File: src/rtl/bht_pkg.sv
// ---------------------------------------------------------------------------
// bht_pkg
// Shared definitions for the branch history table (BHT) controller.
//   ST_*       two-bit counter encodings (00 strong-T .. 11 strong-NT)
//   S_INIT/S_RUN  controller FSM encodings
//   bht_train  saturating counter training function
// ---------------------------------------------------------------------------
package bht_pkg;

  localparam logic [1:0] ST_STRONG_T  = 2'b00;
  localparam logic [1:0] ST_WEAK_T    = 2'b01;
  localparam logic [1:0] ST_WEAK_NT   = 2'b10;
  localparam logic [1:0] ST_STRONG_NT = 2'b11;

  localparam logic [0:0] S_INIT = 1'b0;
  localparam logic [0:0] S_RUN  = 1'b1;

  // A taken branch moves the counter toward strong-T (00), a not-taken branch
  // toward strong-NT (11); both ends saturate.
  function automatic logic [1:0] bht_train(input logic [1:0] state, input logic taken);
    logic [1:0] next;
    next = state;
    if (taken) begin
      if (state != ST_STRONG_T) next = state - 2'd1;
    end else begin
      if (state != ST_STRONG_NT) next = state + 2'd1;
    end
    return next;
  endfunction

endpackage

File: src/rtl/bht_if.sv
// ---------------------------------------------------------------------------
// bht_if
// Bundles the fetch lookup port, execute update port and status signals of
// the BHT controller.
//   master : pipeline side (drives FLUSH, lookups and updates)
//   slave  : bht_controller side (drives predictions, Ready, Drop_Count)
// Parameters: IDX_W (table index width), DROP_W (drop counter width).
// ---------------------------------------------------------------------------
interface bht_if #(
  parameter int IDX_W  = 6,
  parameter int DROP_W = 8
) ();

  logic              FLUSH;
  logic              Lookup_Valid;
  logic [IDX_W-1:0]  Lookup_Idx;
  logic              Predict_Valid;
  logic              Predict;
  logic [1:0]        Predict_State;
  logic              Update_Valid;
  logic [IDX_W-1:0]  Update_Idx;
  logic              Update_Branch;
  logic              Ready;
  logic [DROP_W-1:0] Drop_Count;

  modport master (
    output FLUSH, Lookup_Valid, Lookup_Idx, Update_Valid, Update_Idx, Update_Branch,
    input  Predict_Valid, Predict, Predict_State, Ready, Drop_Count
  );

  modport slave (
    input  FLUSH, Lookup_Valid, Lookup_Idx, Update_Valid, Update_Idx, Update_Branch,
    output Predict_Valid, Predict, Predict_State, Ready, Drop_Count
  );

endinterface

File: src/rtl/bht_counter_next.sv
// ---------------------------------------------------------------------------
// bht_counter_next
// Combinational next-state for one two-bit saturating BHT counter.
//   state  in  2  current counter value
//   taken  in  1  1 = branch resolved taken
//   next   out 2  trained counter value
// ---------------------------------------------------------------------------
module bht_counter_next
  import bht_pkg::*;
(
  input  logic [1:0] state,
  input  logic       taken,
  output logic [1:0] next
);

  assign next = bht_train(state, taken);

endmodule

File: src/rtl/bht_controller.sv
// ---------------------------------------------------------------------------
// bht_controller
// Owns the branch history table: 2^IDX_W two-bit saturating counters held in
// a flop array, with one fetch-side lookup and one execute-side update per
// cycle. After RST or FLUSH the table is rewritten by a one-entry-per-cycle
// sweep; while the sweep runs, updates are dropped and counted.
//
// Ports:
//   CLK   in  clock, all state on posedge
//   RST   in  synchronous active-high reset
//   bus   bht_if.slave : FLUSH, Lookup_*, Update_*, Predict_*, Ready, Drop_Count
//
// Configuration macro: BHT_BYPASS_EN
//   defined   : same-cycle same-index lookup returns the trained (post-update) state
//   undefined : same-cycle same-index lookup returns the pre-update state
// ---------------------------------------------------------------------------
module bht_controller
  import bht_pkg::*;
#(
  parameter int         IDX_W      = 6,
  parameter logic [1:0] INIT_STATE = 2'b01,
  parameter int         DROP_W     = 8
) (
  input  logic CLK,
  input  logic RST,
  bht_if.slave bus
);

  localparam int DEPTH = 2 ** IDX_W;

  logic [0:0]        state;
  logic [IDX_W-1:0]  ptr;
  logic [1:0]        tbl [DEPTH];
  logic              ready;
  logic              upd_en;
  logic [1:0]        upd_next;
  logic [1:0]        rd_state;
  logic              pred_valid_q;
  logic              pred_q;
  logic [1:0]        pred_state_q;
  logic [DROP_W-1:0] drop_q;

  assign ready = (state == S_RUN);

  // An update only lands in RUN and not on the edge that samples FLUSH;
  // every other Update_Valid is a drop.
  assign upd_en = ready & ~bus.FLUSH & bus.Update_Valid;

  bht_counter_next u_upd_next (
    .state (tbl[bus.Update_Idx]),
    .taken (bus.Update_Branch),
    .next  (upd_next)
  );

`ifdef BHT_BYPASS_EN
  assign rd_state = (upd_en && (bus.Update_Idx == bus.Lookup_Idx)) ? upd_next : tbl[bus.Lookup_Idx];
`else
  assign rd_state = tbl[bus.Lookup_Idx];
`endif

  // Sweep sequencing: the edge that writes the last entry moves to RUN.
  always_ff @(posedge CLK) begin
    if (RST) begin
      state <= S_INIT;
      ptr   <= '0;
    end else if (bus.FLUSH) begin
      state <= S_INIT;
      ptr   <= '0;
    end else if (state == S_INIT) begin
      ptr <= ptr + 1'b1;
      if (&ptr) state <= S_RUN;
    end
  end

  // Single write port shared by the sweep and training; they never overlap.
  always_ff @(posedge CLK) begin
    if (!RST) begin
      if ((state == S_INIT) && !bus.FLUSH) begin
        tbl[ptr] <= INIT_STATE;
      end else if (upd_en) begin
        tbl[bus.Update_Idx] <= upd_next;
      end
    end
  end

  // Prediction holds its last value whenever no lookup is serviced.
  always_ff @(posedge CLK) begin
    if (RST) begin
      pred_valid_q <= 1'b0;
      pred_q       <= 1'b0;
      pred_state_q <= 2'b00;
    end else begin
      pred_valid_q <= bus.Lookup_Valid & ready;
      if (bus.Lookup_Valid && ready) begin
        pred_state_q <= rd_state;
        pred_q       <= ~rd_state[1];
      end
    end
  end

  always_ff @(posedge CLK) begin
    if (RST) begin
      drop_q <= '0;
    end else if (bus.Update_Valid && !upd_en && (drop_q != {DROP_W{1'b1}})) begin
      drop_q <= drop_q + 1'b1;
    end
  end

  assign bus.Ready         = ready;
  assign bus.Predict_Valid = pred_valid_q;
  assign bus.Predict       = pred_q;
  assign bus.Predict_State = pred_state_q;
  assign bus.Drop_Count    = drop_q;

endmodule

File: src/flat_wrapper.sv
// flat-port wrapper written by rule: the top's interface ports become plain ports
module bht_controller_flat import bht_pkg::*;
#(
  parameter int         IDX_W      = 6,
  parameter logic [1:0] INIT_STATE = 2'b01,
  parameter int         DROP_W     = 8
)
  (CLK, RST, bus_FLUSH, bus_Lookup_Valid, bus_Lookup_Idx, bus_Update_Valid, bus_Update_Idx, bus_Update_Branch, bus_Predict_Valid, bus_Predict, bus_Predict_State, bus_Ready, bus_Drop_Count);
  bht_if #(.IDX_W(IDX_W), .DROP_W(DROP_W)) bus_i ();
  input  logic CLK;
  input  logic RST;
  input wire logic [$bits(bus_i.FLUSH)-1:0] bus_FLUSH;
  input wire logic [$bits(bus_i.Lookup_Valid)-1:0] bus_Lookup_Valid;
  input wire logic [$bits(bus_i.Lookup_Idx)-1:0] bus_Lookup_Idx;
  input wire logic [$bits(bus_i.Update_Valid)-1:0] bus_Update_Valid;
  input wire logic [$bits(bus_i.Update_Idx)-1:0] bus_Update_Idx;
  input wire logic [$bits(bus_i.Update_Branch)-1:0] bus_Update_Branch;
  output wire logic [$bits(bus_i.Predict_Valid)-1:0] bus_Predict_Valid;
  output wire logic [$bits(bus_i.Predict)-1:0] bus_Predict;
  output wire logic [$bits(bus_i.Predict_State)-1:0] bus_Predict_State;
  output wire logic [$bits(bus_i.Ready)-1:0] bus_Ready;
  output wire logic [$bits(bus_i.Drop_Count)-1:0] bus_Drop_Count;
  assign bus_i.FLUSH = bus_FLUSH;
  assign bus_i.Lookup_Valid = bus_Lookup_Valid;
  assign bus_i.Lookup_Idx = bus_Lookup_Idx;
  assign bus_i.Update_Valid = bus_Update_Valid;
  assign bus_i.Update_Idx = bus_Update_Idx;
  assign bus_i.Update_Branch = bus_Update_Branch;
  assign bus_Predict_Valid = bus_i.Predict_Valid;
  assign bus_Predict = bus_i.Predict;
  assign bus_Predict_State = bus_i.Predict_State;
  assign bus_Ready = bus_i.Ready;
  assign bus_Drop_Count = bus_i.Drop_Count;
  bht_controller #(.IDX_W(IDX_W), .INIT_STATE(INIT_STATE), .DROP_W(DROP_W)) u_core (.CLK(CLK), .RST(RST), .bus(bus_i));
endmodule
File: config.mk
export PLATFORM = sky130hd
export DESIGN_NAME = bht_controller_flat
export DESIGN_NICKNAME = d
export VERILOG_FILES = /design/src/rtl/bht_pkg.sv /design/src/rtl/bht_if.sv /design/src/rtl/bht_counter_next.sv /design/src/rtl/bht_controller.sv /design/src/flat_wrapper.sv
export SDC_FILE = /design/constraint.sdc
export NUM_CORES = 1
export LEC_CHECK = 0
export CAP_MARGIN = 15
export CORE_UTILIZATION = 55
export CTS_BUF_LIST = sky130_fd_sc_hd__clkbuf_4 sky130_fd_sc_hd__clkbuf_8
export DETAILED_ROUTE_END_ITERATION = 10
export PLACE_DENSITY = 0.73
export REMOVE_ABC_BUFFERS = 1
export SYNTH_ARGS = -nofsm -noshare
export SYNTH_HDL_FRONTEND = slang
export SYNTH_HIERARCHICAL = 1
export SYNTH_SLANG_ARGS = --single-unit
File: constraint.sdc
create_clock -name CLK -period 5.04 [get_ports CLK]
set_input_delay 0.504 -clock CLK [delete_from_list [all_inputs] [get_ports CLK]]
set_output_delay 0.504 -clock CLK [all_outputs]
set_load 0.03 [all_outputs]
Word level (Yosys, flattened, before mapping)

Memories as Yosys holds them, arrays and structs flattened.
Cells that the tools add are included.

Reductions and logical operators: 10
Add/subtract/negate cells: 4
Equal/unequal tests: 2
Bitwise logic cells: 6
Divide/modulo/power cells: 0
$mul: 0
Shifts and indexed selects: 0
$lt $le $gt $ge: 0
Mux-type cells: 15

Operators by type and width:

| operator              | count |
|---|---|
| $mux W1               | 10 |
| $add A8 B1 Y8 const B | 1 |
| $mux W2               | 4 |
| $ne A8 B8 Y1 const B  | 1 |
| $add A6 B1 Y6 const B | 1 |
| $mux W6               | 1 |
| $reduce_and A6 Y1     | 1 |
| $logic_and A1 B1 Y1   | 4 |
| $reduce_or A2 Y1      | 2 |
| $and A1 B1 Y1         | 3 |
| $not A1 Y1            | 3 |
| $add A2 B1 Y2 const B | 1 |
| $logic_not A1 Y1      | 2 |
| $ne A2 B2 Y1 const B  | 1 |
| $reduce_bool A2 Y1    | 1 |
| $sub A2 B1 Y2 const B | 1 |

Memory bits (read-only): 0
Memories kept: 1
Bits in writable memories: 128
Word-level logic and storage cells: 44
Input port bits: 18
Latch bits: 0
Output and inout port bits: 13
Flip-flop bits (word level): 19

Memories:

| memory     | depth | width | rd ports | clocked after memory_dff | write ports | line                 | source |
|---|---|---|---|---|---|---|---|
| u_core.tbl | 64    | 2     | 2        | 0                        | 1           | bht_controller.sv:33 | `logic [1:0] tbl [DEPTH];` |

Longest topological paths before layout

Gate-level depths: netlist of run 1.

Depth after elaboration: 9
Gate-level depth with buffers: 8
Mapped depth without buffers: 6

Modules after synthesis

The synthesis of run 1 kept the hierarchy.

By module, submodules not included:

| module           | times used | cells an instance | area an instance (sq um) |
|---|---|---|---|
| bht_controller   | 1          | 475               | 7,257.0 |
| bht_counter_next | 1          | 4                 | 30.0 |

Worst setup path after synthesis of run 1

Ideal clock, no wire load.

Kind: input-to-reg
Start point: input port bus_Update_Idx[1]
End point: memory u_core.tbl[0][0] (data pin)
Path slack: 1.090 ns
Arrival: 3.431 ns
Buffers on the path: 2
Cell stages on the path: 7
Path through: clkbuf_1 clkbuf_1 mux4_2 mux4_2 mux4_2 maj3_2 nand2b_1

Longest elaborated chain between the ends: 5
Elaborated cells on any way between the ends: 9
Those cells by class: add/sub (2); eq/ne (1); mux (4); reduce/logical (1); memory (1)

Ends and longest elaborated chain:

| element                                     | line                         | source |
|---|---|---|
| start, declared                             | flat_wrapper.sv:16           | `input wire logic [$bits(bus_i.Update_Idx)-1:0] bus_Update_Idx;` |
| $mem_v2 Z64 W2 *                            | -                            |  |
| $add A2 B1 Y2, or another cell as far along | bht_pkg.sv:26                | `if (state != ST_STRONG_NT) next = state + 2'd1;` |
| $mux W2, on equally long branches           | bht_pkg.sv:26, bht_pkg.sv:24 |  |
| $mux W2 *                                   | bht_pkg.sv:23                | `if (taken) begin` |
| named net u_core.upd_next[0]                | bht_controller.sv:36         | `logic [1:0] upd_next;` |
| $mux W2 (no line) *                         | -                            |  |
| end, declared                               | bht_controller.sv:33         |  |

The timed path passes the listed nets; every way through them passes the cells marked *.

Worst setup path after layout of run 1

Start point: input port bus_Update_Idx[1]
End point: memory u_core.tbl[7][0] (data pin)

The elaborated chain is that of the path after synthesis.

==> impl_metrics.json, run 1 <==
{
  "die_x_um": 117,
  "synth-main-ff-cell": "edfxtp_1",
  "wl_met2_um": 8260,
  "cts_buffers": 17,
  "initialDrtViolationCount": 483,
  "switching_share_pct": 22.4,
  "h-tree-depth": 4,
  "clk_latency_ps": 460,
  "power_density_nw_per_um2": 295,
  "finalWirelength_um": 17300,
  "tns_ps": 0,
  "post_drt_wl_per_cell_um": 25.0,
  "detailed_place_hpwl_um": 11600,
  "fillCellCount": 923,
  "layout_commonest_cell": "edfxtp_1",
  "maxCapViolations": 0,
  "vias": 4572,
  "die_h_um": 117,
  "io_pins": 31,
  "max_freq_ghz": 0.272,
  "holdBufCountCts": 0,
  "post-route-period-util_pct": 73.0,
  "worst_pin_slew_ps": 998,
  "synth_edf_count": 128,
  "drtAntennaViolNets": 0,
  "avgSynthCellArea_um2": 15.2,
  "cts_tree": "done",
  "path_max_fanout": 48,
  "drcViolationCount": 0,
  "port_buffers": 30,
  "internal-power_mw": 1.86,
  "antenna_found_initial": 0,
  "maxSlewHeadroom_pct": 33.4,
  "first_global_vias": 4601,
  "vias_per_cell": 6.61,
  "dieArea_um2": 13700,
  "synth.yosys.seq_area_share_pct": 58.0,
  "clockRootBuffer": "clkbuf_8",
  "first_pass_iters": 7,
  "min_path_type": "reg2reg",
  "p_sw_uw": 537,
  "cts_resized": 0,
  "antenna_cells": 0,
  "placed_cells": 661,
  "path_class": "in2reg",
  "min_period_ps": 3680,
  "start_kind": "input pin",
  "worst-endpoint-required_ps": 5190,
  "pwr-share-clk_pct": 40.2,
  "cp.arrival_ps": 3830,
  "drive_gt1_share_pct": 23.8,
  "syn_inst": 479,
  "dpl_cell_area_um2": 7740,
  "async_flop_share_pct": 0,
  "finalHoldViolations": 0,
  "status": "finished, final reports clean",
  "fin_ws_ps": 1360,
  "crit_chain": "clkdlybuf4s50_1, buf_4, mux4_2, mux4_2, mux4_2, maj3_2, nand2b_2, buf_4",
  "core-area_um2": 12800,
  "critPathCaptureType": "flip-flop",
  "grt_pass1_wl_um": 26200,
  "cp_slowest_cell": "mux4_2",
  "track_usage_pct": 28.0,
  "setup_viol": 0,
  "clk_path_buf_depth": 2,
  "routabilityCongestion": 0.845,
  "placementRows": 41,
  "wl_met1_um": 6490,
  "synth.distinct_cells": 47,
  "cts_sinks": 147,
  "fin_cells": 692,
  "top_layer": "met4",
  "grt_overflow": 0,
  "fin_nets": 528,
  "final_cell_mix": "edfxtp_1 (128), nor2_1 (86), mux4_2 (74), clkdlybuf4s50_1 (28), nand2_1 (28)",
  "multi_input_area_um2": 2920,
  "cp_slowest_stage_delay_ps": 510,
  "rsz0062_at_grt": "no",
  "ys_ff_latch": 147,
  "slew_viol_final": 0,
  "start_util_pct": 57.0,
  "path_clk_slew_ps": 80,
  "p_seq_share_pct": 54.5,
  "grt_max_degree": 53,
  "peakVddDrop_v": 0.000208,
  "syn_to_final_growth_pct": 11.9,
  "ff2ff_setup_slack_ps": 1770,
  "pre_cts_ws_ps": 892,
  "fin_area_um2": 8150,
  "wl_met3_um": 1840,
  "syn_area_um2": 7290,
  "cts_setup_buffers": 0,
  "yosys_warnings": 6,
  "fin_skew_ps": 10.1,
  "power_leakage_nw": 2.50,
  "timing.critical_path.mode_cell": "mux4_2",
  "power_mw": 2.40,
  "register_area_um2": 4220,
  "p_comb_share_pct": 5.3
}
[logic make-up after synthesis]
group	after synthesis	synth area share, %
buffers and inverters	33	2.21
flip-flops	147	58.0
multiplexers	86	24.6
XOR/XNOR	9	1.08
AND/OR/NAND/NOR	163	10.0
AO/OA/AOI/OAI	37	3.50
adder cells (fa/ha/maj)	4	0.652
[worst max-delay path: cells and delay by family]
kind | cells | cell delay, ps
buf+inv | 3 | 1230
mux | 3 | 1400
simple gates | 1 | 340
fa+ha+maj | 1 | 310
[registers in the layout, indices dropped and copies added, names as in the netlist]
register                  flops
u_core/bus.Predict            1
u_core/ptr                    6
u_core/bus.Predict_Valid      1
u_core/bus.Predict_State      2
u_core/bus.Drop_Count         8
u_core/bus.Ready              1
u_core/tbl                  128
[power by group through the flow]
stage	Combinational (mW)	Clock [mW]	Sequential (mW)
final	0.127	0.966	1.31
after CTS	0.128	0.990	1.31
after detailed placement	0.127	0	1.34
after global placement	0.126	0	1.34
after floorplan	0.0530	0	1.34
after global routing	0.136	1.04	1.31
[synthesized netlist by cell type, drive strengths merged, types with 2 or more instances]
cell type    n  share of area (%)
nand3       15                1.0
a22oi        5               0.52
mux2         2               0.31
o21a         2               0.21
o21ai        7               0.48
a21oi        5               0.34
maj3         2               0.31
a31oi        5               0.43
xor2         6               0.72
clkbuf      14               0.72
xnor2        3               0.36
nand2b       6               0.52
ha           2               0.34
mux2i       10                1.4
nand4        4               0.34
a221oi       2               0.24
nor2        86                4.4
nor2b        6               0.52
nand2       28                1.4
edfxtp     128                 53
a211oi       3               0.31
mux4        74                 23
dfxtp       19                5.2
and3         3               0.26
o31ai        2               0.21
buf         13                1.2
nand3b       6               0.62
inv          5               0.26
or3          3               0.26
[final cells by class]
type                       count  share of cell area (%)
timing repair buffer          37                    4.36
inverter                       6                   0.276
clock buffer                  18                    2.96
multi-input combinational    299                    35.8
clock inverter                13                    2.13
sequential                   147                    51.8
tap                          172                    2.64
[through the flow]
stage	hold slack [ps]	util (%)
final	522	63.8
after global routing	558	63.8
after detailed placement	508	60.6
after CTS	521	63.8
after global placement	490	60.6
after floorplan	488	-
[path summary, 6_finish.rpt]
path | startpoint | end | depth (start not counted)
worst max-delay path | bus_Update_Idx[1] | u_core/tbl[7][0] | 8
worst min-delay path | u_core/bus.Drop_Count[7] | u_core/bus.Drop_Count[7] | 2
worst max register to register | u_core/tbl[56][1] | u_core/tbl[7][0] | 6
worst min register to register | u_core/bus.Drop_Count[7] | u_core/bus.Drop_Count[7] | 2
[metal layers]
metal	global-route usage, %	up-vias
met2	43.8	271
met3	8.03	49
met5	0	-
met4	14.9	0
met1	36.0	2284
li1	-	1968
Note: power is estimated with default switching activity, not from simulation.
==> run 2, diff against run 1 <==
Clock period 5.04 ns to 3.41 ns, I/O delays scaled along.
==> run 2 against run 1 <==
  * Die area unchanged
  * Worst hold slack got worse by 3.1 ps
  * First-iteration DRC count is 17% lower
  * Combinational power grew 57%
  * Register-to-register slack worse by 1300 ps
  * Count of clock-buffer cells in the layout up 1
  * Critical path depth did not move
  * Sequential cell count unchanged
  * Clock power up 52%
==> impl_metrics.json, run 2 (synthesized netlist as in run 1, its figures left out) <==
{
  "worst-endpoint-required_ps": 3590,
  "rr_startpoint": "u_core/tbl[3][1]",
  "min_path_type": "reg2reg",
  "cts_tree": "done",
  "fin_nets": 538,
  "p_sw_uw": 768,
  "drtAntennaViolNets": 0,
  "vias": 4514,
  "min-delay-start": "u_core/bus.Drop_Count[5]",
  "cts_resized": 0,
  "min_period_ps": 3030,
  "path_max_fanout": 37,
  "cts_buffers": 17,
  "rsz0062_at_grt": "no",
  "dieArea_um2": 13700,
  "power_leakage_nw": 2.57,
  "finalHoldViolations": 0,
  "p_comb_share_pct": 5.6,
  "holdBufCountCts": 0,
  "path_class": "in2reg",
  "critPathCaptureType": "flip-flop",
  "routabilityCongestion": 0.840,
  "vias_per_cell": 6.42,
  "initialDrtViolationCount": 401,
  "port_buffers": 30,
  "peakVddDrop_v": 0.000555,
  "worst_pin_slew_ps": 745,
  "r2r_end": "u_core/tbl[7][0]",
  "switching_share_pct": 21.3,
  "pwr-share-clk_pct": 40.7,
  "cts_setup_buffers": 0,
  "setup_viol": 0,
  "core-area_um2": 12800,
  "maxSlewHeadroom_pct": 50.0,
  "syn_to_final_growth_pct": 14.0,
  "cts_sinks": 147,
  "start_kind": "input pin",
  "first_global_vias": 4608,
  "top_register": "u_core/tbl",
  "io_pins": 31,
  "finalWirelength_um": 17200,
  "maxCapViolations": 0,
  "post-route-period-util_pct": 88.9,
  "grt_max_degree": 38,
  "antenna_cells": 0,
  "grt_overflow": 0,
  "placementRows": 41,
  "status": "finished, final reports clean",
  "internal-power_mw": 2.83,
  "ff2ff_setup_slack_ps": 450,
  "antenna_found_initial": 0,
  "layout_commonest_cell": "edfxtp_1",
  "cp-endpoint": "u_core/tbl[7][0]",
  "track_usage_pct": 27.9,
  "p_seq_share_pct": 53.7,
  "drive_gt1_share_pct": 25.2,
  "detailed_place_hpwl_um": 11800,
  "first_pass_iters": 5,
  "clockRootBuffer": "clkbuf_8",
  "final_cell_mix": "edfxtp_1 (128), nor2_1 (86), mux4_2 (74), clkdlybuf4s50_1 (28), nand2_1 (28)",
  "h-tree-depth": 4,
  "placed_cells": 671,
  "post_drt_wl_per_cell_um": 24.5,
  "die_h_um": 117,
  "start_util_pct": 57.0,
  "max_freq_ghz": 0.330,
  "timing.critical_path.from": "bus_Update_Idx[1]",
  "largest_register_ff_count": 128,
  "path_clk_slew_ps": 70,
  "clk_path_buf_depth": 2,
  "fin_skew_ps": 19.0,
  "slew_viol_final": 0,
  "clk_latency_ps": 460,
  "cp.arrival_ps": 3210,
  "fillCellCount": 874,
  "grt_pass1_wl_um": 26300,
  "reg2reg_depth": 6,
  "fin_cells": 703,
  "post-route-util_pct": 65.0,
  "power_density_nw_per_um2": 434,
  "die_x_um": 117,
  "drcViolationCount": 0
}
==> run 2: cell types whose count changed in the layout (fill, tap and decap cells not counted), sizes merged <==
cell,delta
buf,+10
inv,-4
clkinvlp,+2
bufinv,+1
clkbuf,+1
clkinv,+1
==> run 2: worst min path at each step <==
stage / endpoint / slack, ps / depth (start not counted)
3_5_place_dp: u_core/bus.Drop_Count[5] / 510 / 2
4_1_cts: u_core/bus.Drop_Count[5] / 520 / 2
5_1_grt: u_core/bus.Drop_Count[7] / 560 / 2
3_3_place_gp: u_core/bus.Drop_Count[7] / 490 / 2
2_1_floorplan: u_core/bus.Drop_Count[5] / 410 / 1
6_report: u_core/bus.Drop_Count[5] / 520 / 2
==> run 2: routing by layer <==
metal / vias to the layer above / global-route usage (%) / share of wire [%]
li1: 1978 / - / -
met1: 2288 / 35.3 / 38
met2: 216 / 45.9 / 51
met3: 32 / 7.52 / 8.5
met4: 0 / 12.1 / 2.8
met5: - / 0 / 0
==> run 2: power groups by stage <==
| stage | combinational, mW | sequential [mW] | clock (mW) |
|---|---|---|---|
| floorplan | 0.0784 | 1.98 | 0 |
| global placement | 0.198 | 1.97 | 0 |
| detailed placement | 0.200 | 1.98 | 0 |
| CTS | 0.201 | 1.93 | 1.49 |
| global route | 0.213 | 1.93 | 1.56 |
| finish | 0.200 | 1.93 | 1.47 |
==> run 2: worst max-delay path, stage by stage <==
cell             delay [ps]
clkdlybuf4s50_1         500
buf_12                  250
mux4_2                  330
mux4_2                  520
mux4_2                  490
maj3_2                  320
nand2b_2                210
buf_4                   230
==> run 2: final cells by class <==
type | count | area, um^2 | area share [%]
clock buffers | 19 | 249 | 3.00
clock inverters | 13 | 183 | 2.20
inverters | 6 | 22.5 | 0.271
multi-input cells | 299 | 2920 | 35.1
flip-flops and latches | 147 | 4220 | 50.9
well taps | 172 | 215 | 2.59
repair buffers | 47 | 493 | 5.94
==> run 2: stage by stage <==
step	instance area (um^2)	setup WS (ps)	hold WS, ps	power (mW)	setup TNS (ps)
after floorplan	7150	-1280	410	2.06	-191790
after global placement	7870	-37.5	491	2.17	-1830
after detailed placement	7870	-82.8	509	2.18	-4410
after CTS	8310	406	522	3.62	0
after global routing	8310	330	565	3.71	0
final	8310	379	519	3.60	0
